## config.mk

```make
export PLATFORM = sky130hd
export DESIGN_NAME = gf_reduce_sched_flat
export DESIGN_NICKNAME = d
export VERILOG_FILES = /design/src/rtl/gf_reduce_sched_if.sv /design/src/rtl/gf_reduce_sched.sv /design/src/flat_wrapper.sv
export SDC_FILE = /design/constraint.sdc
export NUM_CORES = 1
export LEC_CHECK = 0
export ABC_AREA = 1
export BUFFER_PORTS_ARGS = -buffer_cell sky130_fd_sc_hd__clkbuf_2
export CAP_MARGIN = 15
export CORE_UTILIZATION = 56
export CTS_BUF_LIST = sky130_fd_sc_hd__clkbuf_2
export DETAILED_ROUTE_END_ITERATION = 8
export PLACE_DENSITY = 0.89
export RECOVER_POWER = 50
export SLEW_MARGIN = 20
export SYNTH_ARGS = -nofsm -noshare
export SYNTH_HDL_FRONTEND = slang
export SYNTH_SLANG_ARGS = --single-unit
```

## constraint.sdc

```tcl
create_clock -name clk -period 3.2 [get_ports clk]
set_clock_uncertainty 0.05 [all_clocks]
set_input_delay 0.32 -clock clk [delete_from_list [all_inputs] [get_ports clk]]
set_output_delay 0.32 -clock clk [all_outputs]
set_load 0.05 [all_outputs]
```

## src/rtl/gf_reduce_sched_if.sv

```systemverilog
// Bundle of the request, datapath and response signals of gf_reduce_sched.
// slave is the scheduler's view; master is the surrounding system's view.
interface gf_reduce_sched_if #(
    parameter int DATA_WIDTH = 4,
    parameter int NUM_REQ    = 4
) ();
    localparam int GW = $clog2(DATA_WIDTH) + 1;
    localparam int IW = $clog2(NUM_REQ);

    logic                              enable;
    logic [NUM_REQ-1:0]                req_valid;
    logic [NUM_REQ-1:0]                req_ready;
    logic [NUM_REQ*GW-1:0]             req_grade;
    logic [NUM_REQ*(DATA_WIDTH+1)-1:0] req_polyn;
    logic [NUM_REQ*2*DATA_WIDTH-1:0]   req_data;
    logic                              red_enable;
    logic [GW-1:0]                     red_grade;
    logic [DATA_WIDTH:0]               red_polyn;
    logic [2*DATA_WIDTH-1:0]           red_reduc;
    logic [DATA_WIDTH-1:0]             red_out;
    logic                              rsp_valid;
    logic                              rsp_ready;
    logic [IW-1:0]                     rsp_id;
    logic [DATA_WIDTH-1:0]             rsp_data;
    logic                              rsp_err;
    logic                              busy;

    modport slave (
        input  enable, req_valid, req_grade, req_polyn, req_data, red_out, rsp_ready,
        output req_ready, red_enable, red_grade, red_polyn, red_reduc,
               rsp_valid, rsp_id, rsp_data, rsp_err, busy
    );

    modport master (
        output enable, req_valid, req_grade, req_polyn, req_data, red_out, rsp_ready,
        input  req_ready, red_enable, red_grade, red_polyn, red_reduc,
               rsp_valid, rsp_id, rsp_data, rsp_err, busy
    );
endinterface

```

## src/rtl/gf_reduce_sched.sv

```systemverilog
// Round-robin scheduler sharing one registered GF(2^m) reduction datapath among NUM_REQ requesters.
// Define GF_RED_GRADE_CHECK_EN to reject out-of-range grades with an rsp_err response instead of issuing them.
module gf_reduce_sched #(
    parameter int DATA_WIDTH = 4,
    parameter int NUM_REQ    = 4,
    parameter int FIFO_DEPTH = 4,
    parameter int LAT        = 2
) (
    input logic              clk,
    input logic              rst,
    gf_reduce_sched_if.slave bus
);
    localparam int GW = $clog2(DATA_WIDTH) + 1;
    localparam int IW = $clog2(NUM_REQ);
    localparam int AW = $clog2(FIFO_DEPTH);
    localparam int CW = $clog2(FIFO_DEPTH) + 1;
    localparam int LW = $clog2(LAT + 1);
    localparam int PW = DATA_WIDTH + 1;
    localparam int RW = 2 * DATA_WIDTH;

    typedef enum logic [1:0] {
        IDLE  = 2'd0,
        RUN   = 2'd1,
        DRAIN = 2'd2
    } state_t;

    state_t        state_reg, state_next;
    logic [IW-1:0] ptr_reg, ptr_next;

    logic [GW-1:0] grade_s [NUM_REQ];
    logic [PW-1:0] polyn_s [NUM_REQ];
    logic [RW-1:0] data_s  [NUM_REQ];

    genvar gi;
    generate
        for (gi = 0; gi < NUM_REQ; gi++) begin : g_slice
            assign grade_s[gi] = bus.req_grade[gi*GW +: GW];
            assign polyn_s[gi] = bus.req_polyn[gi*PW +: PW];
            assign data_s[gi]  = bus.req_data[gi*RW +: RW];
        end
    endgenerate

    logic          tag_valid [LAT];
    logic [IW-1:0] tag_id    [LAT];
    logic          tag_err   [LAT];
    logic [LW-1:0] inflight;

    logic [CW-1:0] count_reg;
    logic [AW-1:0] wr_ptr_reg, rd_ptr_reg;
    logic          not_empty;

    // Round-robin search: first valid index at or after the pointer, wrapping.
    logic          found;
    logic [IW-1:0] winner;
    logic [IW-1:0] idx;
    always_comb begin
        found  = 1'b0;
        winner = '0;
        idx    = '0;
        for (int k = 0; k < NUM_REQ; k++) begin
            idx = IW'((int'(ptr_reg) + k) % NUM_REQ);
            if (!found && bus.req_valid[idx]) begin
                found  = 1'b1;
                winner = idx;
            end
        end
    end

    // Every tag in the pipe already owns a FIFO slot, so no push can ever meet a full FIFO.
    logic room;
    logic grant;
    logic bad;
    logic issue;
    assign room  = (int'(count_reg) + int'(inflight)) < FIFO_DEPTH;
    assign grant = (state_reg == RUN) && bus.enable && room && found;

`ifdef GF_RED_GRADE_CHECK_EN
    assign bad = (int'(grade_s[winner]) < 2) || (int'(grade_s[winner]) > DATA_WIDTH);
`else
    assign bad = 1'b0;
`endif

    assign issue = grant && !bad;

    always_comb begin
        bus.req_ready = '0;
        if (grant) begin
            bus.req_ready[winner] = 1'b1;
        end
    end

    assign bus.red_enable = (state_reg != IDLE);
    assign bus.red_grade  = issue ? grade_s[winner] : '0;
    assign bus.red_polyn  = issue ? polyn_s[winner] : '0;
    assign bus.red_reduc  = issue ? data_s[winner]  : '0;

    always_ff @(posedge clk or posedge rst) begin
        if (rst) begin
            tag_valid[0] <= 1'b0;
            tag_id[0]    <= '0;
            tag_err[0]   <= 1'b0;
        end else begin
            tag_valid[0] <= grant;
            tag_id[0]    <= grant ? winner : '0;
            tag_err[0]   <= grant && bad;
        end
    end

    generate
        for (gi = 1; gi < LAT; gi++) begin : g_tag
            always_ff @(posedge clk or posedge rst) begin
                if (rst) begin
                    tag_valid[gi] <= 1'b0;
                    tag_id[gi]    <= '0;
                    tag_err[gi]   <= 1'b0;
                end else begin
                    tag_valid[gi] <= tag_valid[gi-1];
                    tag_id[gi]    <= tag_id[gi-1];
                    tag_err[gi]   <= tag_err[gi-1];
                end
            end
        end
    endgenerate

    always_comb begin
        inflight = '0;
        for (int k = 0; k < LAT; k++) begin
            inflight = inflight + LW'(tag_valid[k]);
        end
    end

    // Response FIFO: head is presented combinationally, outputs forced to 0 while empty.
    logic                  push, pop, do_push, full;
    logic [DATA_WIDTH-1:0] push_data;
    logic [DATA_WIDTH-1:0] mem_data [FIFO_DEPTH];
    logic [IW-1:0]         mem_id   [FIFO_DEPTH];

    assign not_empty = (count_reg != '0);
    assign full      = (int'(count_reg) == FIFO_DEPTH);
    assign push      = tag_valid[LAT-1];
    assign push_data = tag_err[LAT-1] ? '0 : bus.red_out;
    assign pop       = not_empty && bus.rsp_ready;
    assign do_push   = push && (!full || pop);

    always_ff @(posedge clk) begin
        if (do_push) begin
            mem_data[wr_ptr_reg] <= push_data;
            mem_id[wr_ptr_reg]   <= tag_id[LAT-1];
        end
    end

`ifdef GF_RED_GRADE_CHECK_EN
    logic mem_err [FIFO_DEPTH];
    always_ff @(posedge clk) begin
        if (do_push) begin
            mem_err[wr_ptr_reg] <= tag_err[LAT-1];
        end
    end
    assign bus.rsp_err = not_empty ? mem_err[rd_ptr_reg] : 1'b0;
`else
    assign bus.rsp_err = 1'b0;
`endif

    always_ff @(posedge clk or posedge rst) begin
        if (rst) begin
            count_reg  <= '0;
            wr_ptr_reg <= '0;
            rd_ptr_reg <= '0;
        end else begin
            if (do_push) begin
                wr_ptr_reg <= wr_ptr_reg + AW'(1);
            end
            if (pop) begin
                rd_ptr_reg <= rd_ptr_reg + AW'(1);
            end
            if (do_push && !pop) begin
                count_reg <= count_reg + CW'(1);
            end else if (!do_push && pop) begin
                count_reg <= count_reg - CW'(1);
            end
        end
    end

    assign bus.rsp_valid = not_empty;
    assign bus.rsp_data  = not_empty ? mem_data[rd_ptr_reg] : '0;
    assign bus.rsp_id    = not_empty ? mem_id[rd_ptr_reg] : '0;
    assign bus.busy      = (state_reg != IDLE) || (inflight != '0);

    always_ff @(posedge clk or posedge rst) begin
        if (rst) begin
            state_reg <= IDLE;
            ptr_reg   <= '0;
        end else begin
            state_reg <= state_next;
            ptr_reg   <= ptr_next;
        end
    end

    always_comb begin
        state_next = state_reg;
        ptr_next   = ptr_reg;
        case (state_reg)
            IDLE:    if (bus.enable) state_next = RUN;
            RUN:     if (!bus.enable) state_next = DRAIN;
            DRAIN:   if (inflight == '0) state_next = IDLE;
            default: state_next = IDLE;
        endcase
        if (grant) begin
            ptr_next = (int'(winner) == NUM_REQ - 1) ? '0 : IW'(int'(winner) + 1);
        end
    end
endmodule

```

## src/flat_wrapper.sv

```systemverilog
// flat-port wrapper written by rule: the top's interface ports become plain ports
module gf_reduce_sched_flat 
#(
    parameter int DATA_WIDTH = 4,
    parameter int NUM_REQ    = 4,
    parameter int FIFO_DEPTH = 4,
    parameter int LAT        = 2
)
  (clk, rst, bus_enable, bus_req_valid, bus_req_grade, bus_req_polyn, bus_req_data, bus_red_out, bus_rsp_ready, bus_req_ready, bus_red_enable, bus_red_grade, bus_red_polyn, bus_red_reduc, bus_rsp_valid, bus_rsp_id, bus_rsp_data, bus_rsp_err, bus_busy);
  gf_reduce_sched_if #(.DATA_WIDTH(DATA_WIDTH), .NUM_REQ(NUM_REQ)) bus_i ();
  input logic clk;
  input logic rst;
  input wire logic [$bits(bus_i.enable)-1:0] bus_enable;
  input wire logic [$bits(bus_i.req_valid)-1:0] bus_req_valid;
  input wire logic [$bits(bus_i.req_grade)-1:0] bus_req_grade;
  input wire logic [$bits(bus_i.req_polyn)-1:0] bus_req_polyn;
  input wire logic [$bits(bus_i.req_data)-1:0] bus_req_data;
  input wire logic [$bits(bus_i.red_out)-1:0] bus_red_out;
  input wire logic [$bits(bus_i.rsp_ready)-1:0] bus_rsp_ready;
  output wire logic [$bits(bus_i.req_ready)-1:0] bus_req_ready;
  output wire logic [$bits(bus_i.red_enable)-1:0] bus_red_enable;
  output wire logic [$bits(bus_i.red_grade)-1:0] bus_red_grade;
  output wire logic [$bits(bus_i.red_polyn)-1:0] bus_red_polyn;
  output wire logic [$bits(bus_i.red_reduc)-1:0] bus_red_reduc;
  output wire logic [$bits(bus_i.rsp_valid)-1:0] bus_rsp_valid;
  output wire logic [$bits(bus_i.rsp_id)-1:0] bus_rsp_id;
  output wire logic [$bits(bus_i.rsp_data)-1:0] bus_rsp_data;
  output wire logic [$bits(bus_i.rsp_err)-1:0] bus_rsp_err;
  output wire logic [$bits(bus_i.busy)-1:0] bus_busy;
  assign bus_i.enable = bus_enable;
  assign bus_i.req_valid = bus_req_valid;
  assign bus_i.req_grade = bus_req_grade;
  assign bus_i.req_polyn = bus_req_polyn;
  assign bus_i.req_data = bus_req_data;
  assign bus_i.red_out = bus_red_out;
  assign bus_i.rsp_ready = bus_rsp_ready;
  assign bus_req_ready = bus_i.req_ready;
  assign bus_red_enable = bus_i.red_enable;
  assign bus_red_grade = bus_i.red_grade;
  assign bus_red_polyn = bus_i.red_polyn;
  assign bus_red_reduc = bus_i.red_reduc;
  assign bus_rsp_valid = bus_i.rsp_valid;
  assign bus_rsp_id = bus_i.rsp_id;
  assign bus_rsp_data = bus_i.rsp_data;
  assign bus_rsp_err = bus_i.rsp_err;
  assign bus_busy = bus_i.busy;
  gf_reduce_sched #(.DATA_WIDTH(DATA_WIDTH), .NUM_REQ(NUM_REQ), .FIFO_DEPTH(FIFO_DEPTH), .LAT(LAT)) u_core (.clk(clk), .rst(rst), .bus(bus_i));
endmodule
```

==> results of run 1 <==
## area by class of cell
type / count / area share [%]
multi-input combinational: 280 / 41.2
sequential: 41 / 32.2
timing repair buffer: 108 / 15.6
inverter: 68 / 7.31
tap: 70 / 2.46
clock buffer: 5 / 0.703
clock inverter: 3 / 0.492
## cells by family after synthesis
group / Yosys count
adder cells (fa/ha/maj): 13
flip-flops: 41
multiplexers: 1
AO/OA/AOI/OAI: 42
other: 1
buffers and inverters: 86
XOR/XNOR: 5
AND/OR/NAND/NOR: 217
## worst max-delay path, stage by stage, from the launching register on
cell and delay [ns]:
sky130_fd_sc_hd__dfrtp_2 0.46, sky130_fd_sc_hd__inv_2 0.16, sky130_fd_sc_hd__nand2_1 0.12, sky130_fd_sc_hd__nand3_2 0.09, sky130_fd_sc_hd__nand2_2 0.11, sky130_fd_sc_hd__nor2_8 0.15
sky130_fd_sc_hd__nand3_1 0.12, sky130_fd_sc_hd__nand3_2 0.11, sky130_fd_sc_hd__nand2_4 0.17, sky130_fd_sc_hd__inv_6 0.19, sky130_fd_sc_hd__ha_1 0.17, sky130_fd_sc_hd__inv_1 0.04
sky130_fd_sc_hd__nor2_1 0.11, sky130_fd_sc_hd__clkbuf_4 0.24
## layout by cell type (no fill, tap or decap), drive strengths merged, types with 5 or more instances in the layout
| cell type | netlist | final |
|---|---|---|
| a21oi | 23 | 23 |
| buf | 16 | 5 |
| clkbuf | 2 | 107 |
| dfrtp | 17 | 17 |
| edfxtp | 24 | 24 |
| ha | 12 | 12 |
| inv | 68 | 68 |
| nand2 | 115 | 115 |
| nand3 | 59 | 60 |
| nor2 | 42 | 42 |
| o21ai | 17 | 17 |
## per-layer routing
metal	track usage, %	vias to the layer above	wire length (um)
met5	0	-	0
li1	-	1474	-
met4	8.18	0	111
met3	4.95	12	421
met1	29.3	1338	2830
met2	46.6	114	3610
## where the power goes
part | internal (mW) | total (mW) | switching [mW]
clock | 0.0510 | 0.212 | 0.161
combinational | 0.762 | 2.64 | 1.88
sequential | 0.654 | 0.767 | 0.113
## worst paths after layout
path                                             to  slack [ns]  cells past startpoint
worst max-delay path               bus_req_ready[3]        0.20                     13
worst min-delay path            u_core.state_reg[0]        0.08                      3
worst max register to register  u_core.count_reg[2]        0.93                     12
worst min register to register     u_core.tag_id[0]        0.33                      0
max in group asynchronous         u_core.ptr_reg[0]        2.19                      3
min in group asynchronous       u_core.count_reg[2]        0.47                      3
## stage by stage
step / std cells / power, mW
finish: 575 / 3.62
global route: 575 / 3.98
CTS: 573 / 3.53
detailed placement: 564 / 3.30
global placement: 564 / 3.22
floorplan: 406 / 2.97
## timing repair
action                                  in CTS  in global routing
pin swaps                                    0                  0
buffers inserted                             0                  1
hold buffers                                 1                  0
hold endpoints to repair                    17                  0
gates cloned                                 0                  1
resized for setup                            2                 15
endpoints found under the setup margin      19                 20
==> impl.org, run 1 <==
** Drt
- The first detailed-routing pass took 5 iterations.
- 1st-iter DRT viols :: 142
- Detailed Route WL :: 6970 um
- After detailed routing, the average wire length per cell comes to 12.1 um.
- After detailed routing, the number of remaining DRC violations is 0.
- Using the TritonRoute via totals, the vias-per-cell ratio works out to 5.11.
- In this run the remaining antenna-violating nets after routing total 0.
- Via count :: 2,938

** STA
- On the final layout, the worst hold slack is 0.0775 ns.
- Max-slew violation count :: 0
- The number of hold violations in the final report came to 0.
- Across all setup checks in the final design, the least slack found is 0.203 ns.
- Worst max-slew margin expressed relative to the limit :: 56.5%
- Setup repair after global routing missed its margin :: no
- For the finished layout, the period the worst path requires is 3.00 ns.
- Peak Freq :: 334 MHz
- Tightest Pin Transition :: 0.652 ns
- Final setup vio count :: 0
- Of the available clock period, the critical path in the final layout requires 93.7%.
- Setup_tns :: 0 ns

** Critical path
- Critical Path Sink Type :: output pin
- The startpoint identified for the worst register-to-register timing path is u_core.count_reg[0].
- Along the worst path, the maximum fanout reaches 20.
- Launching element type of the critical path :: flip-flop
- Required arrival time at the worst endpoint :: 2.83 ns
- The critical path is of the flip-flop to output pin type.
- Tracing the worst setup path back leads to its startpoint at u_core.ptr_reg[0].
- STA puts the critical path data arrival time at 2.63 ns.

** CTS
- Clock Root Buffer :: sky130_fd_sc_hd__clkbuf_2
- Clock latency on the worst-skew pair, taken at its later pin, is 0.39 ns.
- Clock Tree Buf Depth :: 2
- Clock Pin Slew Worst Setup and Hold Paths :: 0.19 ns
- Number of buffers created by CTS :: 5
- TritonCTS Sinks :: 41
- CTS H-Tree Depth :: 2
- Clock tree from TritonCTS :: done

** Die
- The total area inside the core boundary comes to 0.00511 mm2.
- Chip height :: 74.8 um
- Initial cell density of the core :: 58.1%
- From left edge to right edge, the die measures 74.8 um.
- Die area :: 0.00559 mm2
- Cell row count :: 26
- In this run the count of I/O pins placed on the die edge is 106.

** GRT
- Grt total ovfl :: 0
- Vias in the first global route :: 2,618
- Entering global routing, the biggest net connects 37 pins.
- Global routing used 25.3% of the available tracks.
- The number of antenna violations at the first check in global routing was 0.
- The first global-routing pass estimated 10,900 um of wire.

** Synth
- Sorting the synthesized cells by area gives the leading types as sky130_fd_sc_hd__edfxtp_1, sky130_fd_sc_hd__dfrtp_1, sky130_fd_sc_hd__nand2_1, sky130_fd_sc_hd__nand3_1, sky130_fd_sc_hd__inv_1.
- Simple-gate share of the synthesized area :: 33.4%
- Synthesis instantiated 29 different standard cells from the library.
- Mapped Cells :: 406
- A synthesized cell averages 7.31 um2.
- The share of synthesized area in the top cell type comes to 24.3%.
- When the netlist entered floorplanning its net count stood at 495.
- The synthesized netlist occupies a cell area of 0.00297 mm2.
- For this run, the register share of the synthesized area comes to 38.6%.
- After synthesis, the share of flip-flops with an asynchronous set or reset is 41.5%.
- Fraction of synthesized area in multiplexers :: 0.380%
- Share of the synthesized area in compound gates (AO/OA/AOI/OAI) :: 7.25%
- Of the total synthesized cell area, the portion taken by full adders, half adders and majority gates is 5.74%.
- Leading cell type by number of instances after synthesis :: sky130_fd_sc_hd__nand2_1
- Top cells by instance count after synthesis :: sky130_fd_sc_hd__nand2_1, sky130_fd_sc_hd__inv_1, sky130_fd_sc_hd__nand3_1
- The Yosys step of the flow raised 0 warnings.
- sky130_fd_sc_hd__edfxtp_1 takes more of the synthesized area than any other cell.
- Counting flops with a built-in enable in the synthesized netlist gives 24.
- Prevailing post-synth register cell :: sky130_fd_sc_hd__edfxtp_1
- Flip-flop and latch count after synthesis :: 41
- After synthesis, the largest family of logic cells by area is simple AND/OR/NAND/NOR gates.
- After Yosys synthesis, XOR and XNOR cells account for 1.48% of the synthesized area.

** Layout
- The sequential cells in the finished layout cover a total of 0.00115 mm2.
- After the last flow step, the layout net total stands at 593.
- Area growth from synthesis to layout :: 20.0%
- In the final layout, the registers with the most flip-flops are u_core.mem_data: 16 flops, u_core.mem_id: 8 flops, u_core.tag_id: 4 flops.
- Summing all multi-input logic gate instances after layout gives 0.00147 mm2.
- Share of post-route cells with drive strength above 1 :: 26.5%
- Count of antenna diodes in the layout :: 0
- Total of fill cells in the finished design :: 394
- The register with the most flip-flops in the layout has 16 of them.
- Core utilization of the finished layout :: 69.7%
- Final standard cell area without fillers :: 0.00356 mm2
- Top reg by flops :: u_core.mem_data

** Placed design
- Placed Area :: 0.00346 mm2
- Detailed Place HPWL :: 5110 um
- Buffers placed on the I/O ports in this run total 104.
- Before CTS, the worst setup slack after placement is 0.362 ns.
- At the end of routability-driven placement, the weighted congestion stood at 0.813.

** Power
- The analysis attributes to cell leakage a power of 1.95 nW.
- In this run the power density over the cells is 1020 mW/mm2.
- IR analysis of the VDD net gives a maximum drop of 0.000656 V.

** Status
- The flow ran to the end, and the final reports show no timing, DRC or antenna violations.

** Hold path
- In this run the most critical hold path is launched from bus_enable.
- Hold WC Path Type :: primary input to flip-flop

** Job
- Max-cap violations in this run came to 0.
Power figures use the tool's default switching activity.
==> run 2: changes to the inputs <==
==> constraint.sdc (replaced) <==
create_clock -name clk -period 3.2 [get_ports clk]
set_clock_uncertainty 0.05 [all_clocks]
set_input_delay 0.64 -clock clk [delete_from_list [all_inputs] [get_ports clk]]
set_output_delay 0.64 -clock clk [all_outputs]
set_load 0.05 [all_outputs]
==> impl.org, run 2 (synthesis gave the netlist of run 1 again) <==
** CTS
- TritonCTS Sinks :: 41 (unchanged)
- CTS placed an instance of sky130_fd_sc_hd__clkbuf_2 at the clock tree root.
- Clock latency on the worst-skew pair :: 0.41 ns (+0.02 ns)
- TritonCTS built the clock tree.
- Clock Pin Slew Worst Setup and Hold Paths :: 0.21 ns (+0.02 ns)
- CTS H-Tree Depth :: 2 (unchanged)
- The number of buffers created by CTS came to 5 (unchanged).
- Clock Tree Buf Depth :: 2 (unchanged)

** Die
- Die area :: 0.00559 mm2 (unchanged)
- The die boundary width came to 74.8 um (unchanged).
- Cell row count :: 26 (unchanged)
- Io pins :: 106 (unchanged)
- The core box area is 0.00511 mm2 (unchanged).
- The vertical die dimension is 74.8 um (unchanged).
- The initial core utilization is 58.1% (unchanged).

** Drt
- The number of detailed-route iterations in the first pass was 5 (unchanged).
- Post-route antenna net violation count :: 0 (unchanged)
- Routed wire length per instance :: 16.9 um (+40%)
- Ratio of routed vias to standard cells :: 5.79 (+13%)
- The residual DRC count is 0 (unchanged).
- The total wirelength of the detailed-routed design was 10,100 um (+45%).
- The violation count after the first detailed-routing iteration is 414 (+190%).
- Via count :: 3,457 (+18%)

** Layout
- Share of post-route cells with drive strength above 1 :: 37.6% (+11 points)
- Final #Nets :: 615 (+3.7%)
- Largest regs :: u_core.mem_data: 16 flops, u_core.mem_id: 8 flops, u_core.tag_id: 4 flops
- The flip-flop count of the largest register after layout is 16 (unchanged).
- Top reg by flops :: u_core.mem_data
- Leaving out fill and tap cells, the most frequent cell in the layout is sky130_fd_sc_hd__clkbuf_2.
- Most frequent cells in the layout :: sky130_fd_sc_hd__clkbuf_2, sky130_fd_sc_hd__nand2_1, sky130_fd_sc_hd__inv_1, sky130_fd_sc_hd__nand3_1, sky130_fd_sc_hd__nor2_1
- Core utilization of the finished layout :: 82.6% (+13 points)
- The antenna diode count is 0 (unchanged).
- The total non-filler cell area in the finished layout was 0.00422 mm2 (+18%).
- Area growth from synthesis to layout :: 42.2%

** Critical path
- The slowest stage of the critical path is the sky130_fd_sc_hd__dfrtp_2 cell.
- Counting stages on the worst path, the most repeated cell is sky130_fd_sc_hd__nand2_1.
- The required arrival time at the worst endpoint is 2.51 ns (-0.32 ns).
- The number of buffers and inverters on the critical path is 3 (-1).
- The highest cell delay on the worst timing path came to 0.51 ns (+0.05 ns).
- Worst endpoint data arrival time :: 2.66 ns (+0.03 ns)
- Crit Path Max Fanout :: 8 (-60%)
- The critical path in this run is classified as flip-flop to output pin.
- The worst setup path is launched from a flip-flop.
- Crit path cell chain :: buf_8, nand2_2, nand2_2, o21ai_1, nand3_4, buf_4, nand3_2, nand2_1, nand2_1, nand2_1, a21oi_1, buf_4
- Critical Path Sink Type :: output pin
- Grouping stages by cell kind, the critical path spends the most delay in simple AND/OR/NAND/NOR gates.

** STA
- Setup repair after global routing could not meet its margin everywhere.
- The slew at the pin with the worst max-slew slack is 0.668 ns (+0.0160 ns).
- Final setup vio count :: 20 (+20)
- Setup_tns :: -1.45 ns (-1.45 ns)
- Share of the clock period used by the worst path :: 105% (+11 points)
- The final count of pins violating max slew was 0 (unchanged).
- Minimum setup slack in the final design :: -0.153 ns (-0.357 ns)
- Peak Freq :: 298 MHz (-11%)
- The relative slew slack came to 55.3% (-1.2 points).
- The minimum clock period after layout is 3.35 ns (+0.357 ns).
- Number of hold violations in the final report :: 0 (unchanged)

** Status
- The final reports fail on negative setup slack.
- Outcome :: finished with violations

** Placed design
- The cell area after placement is 0.00350 mm2 (+1.0%).
- The weighted congestion reported at the end of routability-driven placement came to 0.834 (+2.6%).
- Number of port buffers :: 104 (unchanged)
- The placed wire-length estimate after detailed placement came to 4940 um (-3.2%).
- Worst-case setup slack after placement :: 0.102 ns (-0.259 ns)

** GRT
- The global-route total usage across every layer is 28.3% (+3.0 points).
- Number of antenna violations at the first check in global routing :: 0 (unchanged)
- Vias in the first global route :: 2,777 (+6.1%)
- The total congestion overflow came to 0 (unchanged).
- The wire length of the first global-routing pass is 11,900 um (+9.0%).
- Largest net degree at the start of global routing :: 26 (-30%)

** Hold path
- The worst hold path belongs to the class primary input to asynchronous set/reset pin.

** Power
- Cell Pwr Density :: 1200 mW/mm2 (+18%)
- Worst IR Drop VDD :: 0.000756 V (+15%)
- The reported leakage power came to 2.22 nW (+14%).
- Total power of the final layout :: 5.06 mW (+40%)

** Job
- The number of maximum-capacitance constraint violations came to 0 (unchanged).
[run 2: through the flow]
step / instances / hold WS (ns)
after global routing: 597 / 0.250
after CTS: 583 / 0.216
after detailed placement: 567 / 0.291
final: 597 / 0.201
after global placement: 567 / 0.284
after floorplan: 406 / 0.281
[run 2: final timing paths]
check	startpoint	end	slack (ns)	depth (start not counted)
worst min-delay path	rst	u_core.tag_id[0]	0.20	2
max in group asynchronous	rst	u_core.ptr_reg[1]	2.45	2
min in group clk	u_core.tag_id[2]	u_core.tag_id[0]	0.34	0
worst max-delay path	u_core.ptr_reg[0]	bus_red_polyn[1]	-0.15	12
worst min register to register	u_core.tag_id[2]	u_core.tag_id[0]	0.34	0
worst max register to register	u_core.count_reg[0]	u_core.count_reg[2]	0.92	12
[run 2: power by group]
part / total, mW / internal [mW] / switching, mW
combinational: 3.98 / 1.37 / 2.61
sequential: 0.780 / 0.655 / 0.125
clock: 0.301 / 0.129 / 0.172
[run 2: cell type report]
type	count	area [um2]
Multi-Input combinational cell	286	1760
Sequential cell	41	1150
Timing Repair Buffer	124	888
Fill cell	272	888
Inverter	68	268
Tap cell	70	87.6
Clock inverter	3	41.3
Clock buffer	5	25.0
[run 2: routing by layer]
| layer | track usage [%] | wire length, um |
|---|---|---|
| met2 | 49.4 | 5010 |
| met5 | 0 | 0 |
| met3 | 5.09 | 926 |
| met4 | 16.6 | 646 |
| met1 | 32.5 | 3520 |
[run 2: repair_timing]
item	CTS	global route
hold endpoints to repair	0	0
pin swaps	3	19
endpoints found under the setup margin	20	20
gates resized for setup	36	92
buffers inserted	4	8
hold buffers	0	0
cloned	4	6
==> run 3: changes to the inputs <==
--- a/config.mk
+++ b/config.mk
@@ -8,10 +8,9 @@
 export ABC_AREA = 1
 export BUFFER_PORTS_ARGS = -buffer_cell sky130_fd_sc_hd__clkbuf_2
 export CAP_MARGIN = 15
-export CORE_UTILIZATION = 56
-export CTS_BUF_LIST = sky130_fd_sc_hd__clkbuf_2
+export CORE_UTILIZATION = 54
 export DETAILED_ROUTE_END_ITERATION = 8
-export PLACE_DENSITY = 0.89
+export PLACE_DENSITY = 0.86
 export RECOVER_POWER = 50
 export SLEW_MARGIN = 20
 export SYNTH_ARGS = -nofsm -noshare
==> impl.org, run 3 (synthesis gave the netlist of run 1 again) <==
** STA
- Clock period minus final worst setup slack :: 3.15 ns (-0.208 ns)
- Setup repair after global routing missed its margin :: yes
- Number of hold violations in the final report :: 0 (unchanged)
- Worst max-slew margin expressed relative to the limit :: 58.0% (+2.7 points)
- Final setup vio count :: 0 (-100%)
- The post-route fraction of the period consumed by the critical path came to 98.3% (-6.5 points).
- Tightest Pin Transition :: 0.627 ns (-0.0410 ns)
- The final count of pins violating max slew was 0 (unchanged).
- Peak Freq :: 318 MHz (+6.6%)

** Die
- Width of the die :: 76.1 um (+1.8%)
- Die area :: 0.00579 mm2 (+3.6%)
- The number of cell rows came to 26 (unchanged).
- The core box area was 0.00520 mm2 (+1.9%).
- Io pins :: 106 (unchanged)
- Chip height :: 76.1 um (+1.8%)
- Initial cell density of the core :: 57.0% (-1.1 points)

** Job
- The number of maximum-capacitance constraint violations is 0 (unchanged).

** Placed design
- The placed wire-length estimate after detailed placement was 5210 um (+5.5%).
- # placed instances :: 567 (unchanged)
- Number of port buffers :: 104 (unchanged)
- GPL Wtd Cong :: 0.935 (+12%)
- Placed Area :: 0.00356 mm2 (+1.7%)

** Drt
- The number of detailed-route iterations in the first pass was 5 (unchanged).
- The via density per instance was 5.25 (-9.3%).
- The total wirelength of the detailed-routed design was 7670 um (-24%).
- The detail-routed net length per standard cell is 13.2 um (-22%).
- The violation count after the first detailed-routing iteration was 200 (-52%).
- Number of remaining DRC errors :: 0 (unchanged)
- Post-route antenna net violation count :: 0 (unchanged)
- The number of vias in the routed layout came to 3,050 (-12%).

** CTS
- The number of levels in the clock H-tree is 2 (unchanged).
- The number of sinks handled by clock tree synthesis was 41 (unchanged).
- Clock Tree Buf Depth :: 2 (unchanged)
- The tree is rooted in a sky130_fd_sc_hd__clkbuf_8.
- TritonCTS built the clock tree.
- The source-to-sink clock delay at the later pin of the worst-skew pair is 0.28 ns (-0.13 ns).
- The clock-pin slew on the worst setup and hold paths is 0.08 ns (-0.13 ns).
- Number of buffers created by CTS :: 5 (unchanged)

** Power
- The reported leakage power is 2.07 nW (-6.9%).
- The largest voltage drop on the vdd net is 0.000853 V (+13%).
- The total power density per cell area was 1100 mW/mm2 (-7.9%).

** Hold path
- The path class of the tightest hold or removal check is flip-flop to flip-flop.

** Critical path
- Startpoint-to-endpoint class of the critical path :: flip-flop to output pin
- STA classifies the critical path startpoint as a flip-flop.
- Critical Path Sink Type :: output pin
- Crit Path Max Fanout :: 8 (unchanged)
- The worst path arrival time came to 2.46 ns (-0.20 ns).
- Required arrival time at the worst endpoint :: 2.51 ns (about the same)

** GRT
- The number of antenna violations at the first check in global routing came to 0 (unchanged).
- The global-route total usage across every layer was 25.0% (-3.3 points).
- The wire length of the first global-routing pass is 11,900 um (unchanged).
- The pin count of the biggest net entering global routing came to 33 (+27%).
- The number of global-route vias before repair was 2,826 (+1.8%).
- Grt total ovfl :: 0 (unchanged)

** Layout
- Top reg by flops :: u_core.mem_data
- Share of post-route cells with drive strength above 1 :: 29.4% (-8.2 points)
- Register area :: 0.00115 mm2 (unchanged)
- Leading cell type in the layout, fill and taps excluded :: sky130_fd_sc_hd__nand2_1
- Largest regs :: u_core.mem_data: 16 flops, u_core.mem_id: 8 flops, u_core.tag_id: 4 flops
- Most frequent cells in the layout :: sky130_fd_sc_hd__nand2_1, sky130_fd_sc_hd__clkbuf_2, sky130_fd_sc_hd__inv_1, sky130_fd_sc_hd__nand3_1, sky130_fd_sc_hd__nor2_1
- The area of the multi-input gates is 0.00153 mm2 (-13%).
- Final standard cell area without fillers :: 0.00384 mm2 (-8.9%)
- The non-filler instance count after layout is 581 (-2.7%).
- Final #Nets :: 599 (-2.6%)
- Number of flip-flops in the largest register :: 16 (unchanged)
- Area growth from synthesis to layout :: 29.5%
- Total of fill cells in the finished design :: 410 (+51%)
- Count of antenna diodes in the layout :: 0 (unchanged)

** Status
- The flow ran to the end, and the final reports show no timing, DRC or antenna violations.
-- run 3: what timing repair did --
| item | CTS | global route |
|---|---|---|
| gates cloned | 1 | 4 |
| setup buffers | 0 | 1 |
| resized for setup | 2 | 39 |
| endpoints found under the setup margin | 3 | 20 |
| pin swaps | 0 | 5 |
| hold buffers | 0 | 0 |
-- run 3: area by class of cell --
cell class	count	share of cell area [%]
well taps	70	2.28
clock buffers	8	2.90
multi-input cells	282	39.7
flip-flops and latches	41	29.9
inverters	68	6.84
repair buffers	112	18.4
-- run 3: worst paths after layout --
check	startpoint	to	slack [ns]	cells after the start
max	u_core.ptr_reg[0]	bus_red_reduc[0]	0.05	14
min	u_core.tag_id[3]	u_core.tag_id[1]	0.30	0
max reg2reg	u_core.count_reg[0]	u_core.count_reg[1]	0.94	9
min reg2reg	u_core.tag_id[3]	u_core.tag_id[1]	0.30	0
max in group asynchronous	rst	u_core.ptr_reg[0]	2.30	2
min in group asynchronous	rst	u_core.count_reg[0]	0.35	2
-- run 3: stage by stage --
step	hold slack (ns)	util (%)	TNS [ns]	setup slack (ns)	total power, mW
floorplan	0.281	-	0	0.142	2.97
detailed placement	0.292	68.3	0	0.0729	3.43
global placement	0.283	68.3	0	0.165	3.36
finish	0.303	73.8	0	0.0545	4.24
CTS	0.306	70.9	0	0.0106	3.88
global route	0.309	73.8	-0.792	-0.0882	4.57
-- run 3: critical path, stage by stage (launching register included) --
cell and delay, ns:
sky130_fd_sc_hd__dfrtp_2 0.44, sky130_fd_sc_hd__buf_4 0.18, sky130_fd_sc_hd__nand2_1 0.10, sky130_fd_sc_hd__nand3_1 0.12, sky130_fd_sc_hd__nand2_2 0.11, sky130_fd_sc_hd__nand2_1 0.12
sky130_fd_sc_hd__nand2_2 0.13, sky130_fd_sc_hd__nand2_1 0.09, sky130_fd_sc_hd__nand2_4 0.12, sky130_fd_sc_hd__clkbuf_16 0.16, sky130_fd_sc_hd__nand3_1 0.07, sky130_fd_sc_hd__nand2_1 0.07
sky130_fd_sc_hd__nand2_1 0.05, sky130_fd_sc_hd__a21oi_1 0.16, sky130_fd_sc_hd__clkbuf_4 0.27
-- run 3: where the power goes --
part	leakage, nW	switching, mW	internal [mW]
logic	1.58	2.05	1.03
registers	0.430	0.117	0.656
clock network	0.0566	0.164	0.223
-- run 3: routing by layer --
| layer | vias to the layer above | global-route usage (%) | routed length, um |
|---|---|---|---|
| met2 | 141 | 45.7 | 3950 |
| met4 | 0 | 11.5 | 261 |
| met5 | - | 0 | 0 |
| met3 | 27 | 2.40 | 395 |
| li1 | 1493 | - | - |
| met1 | 1389 | 29.4 | 3060 |
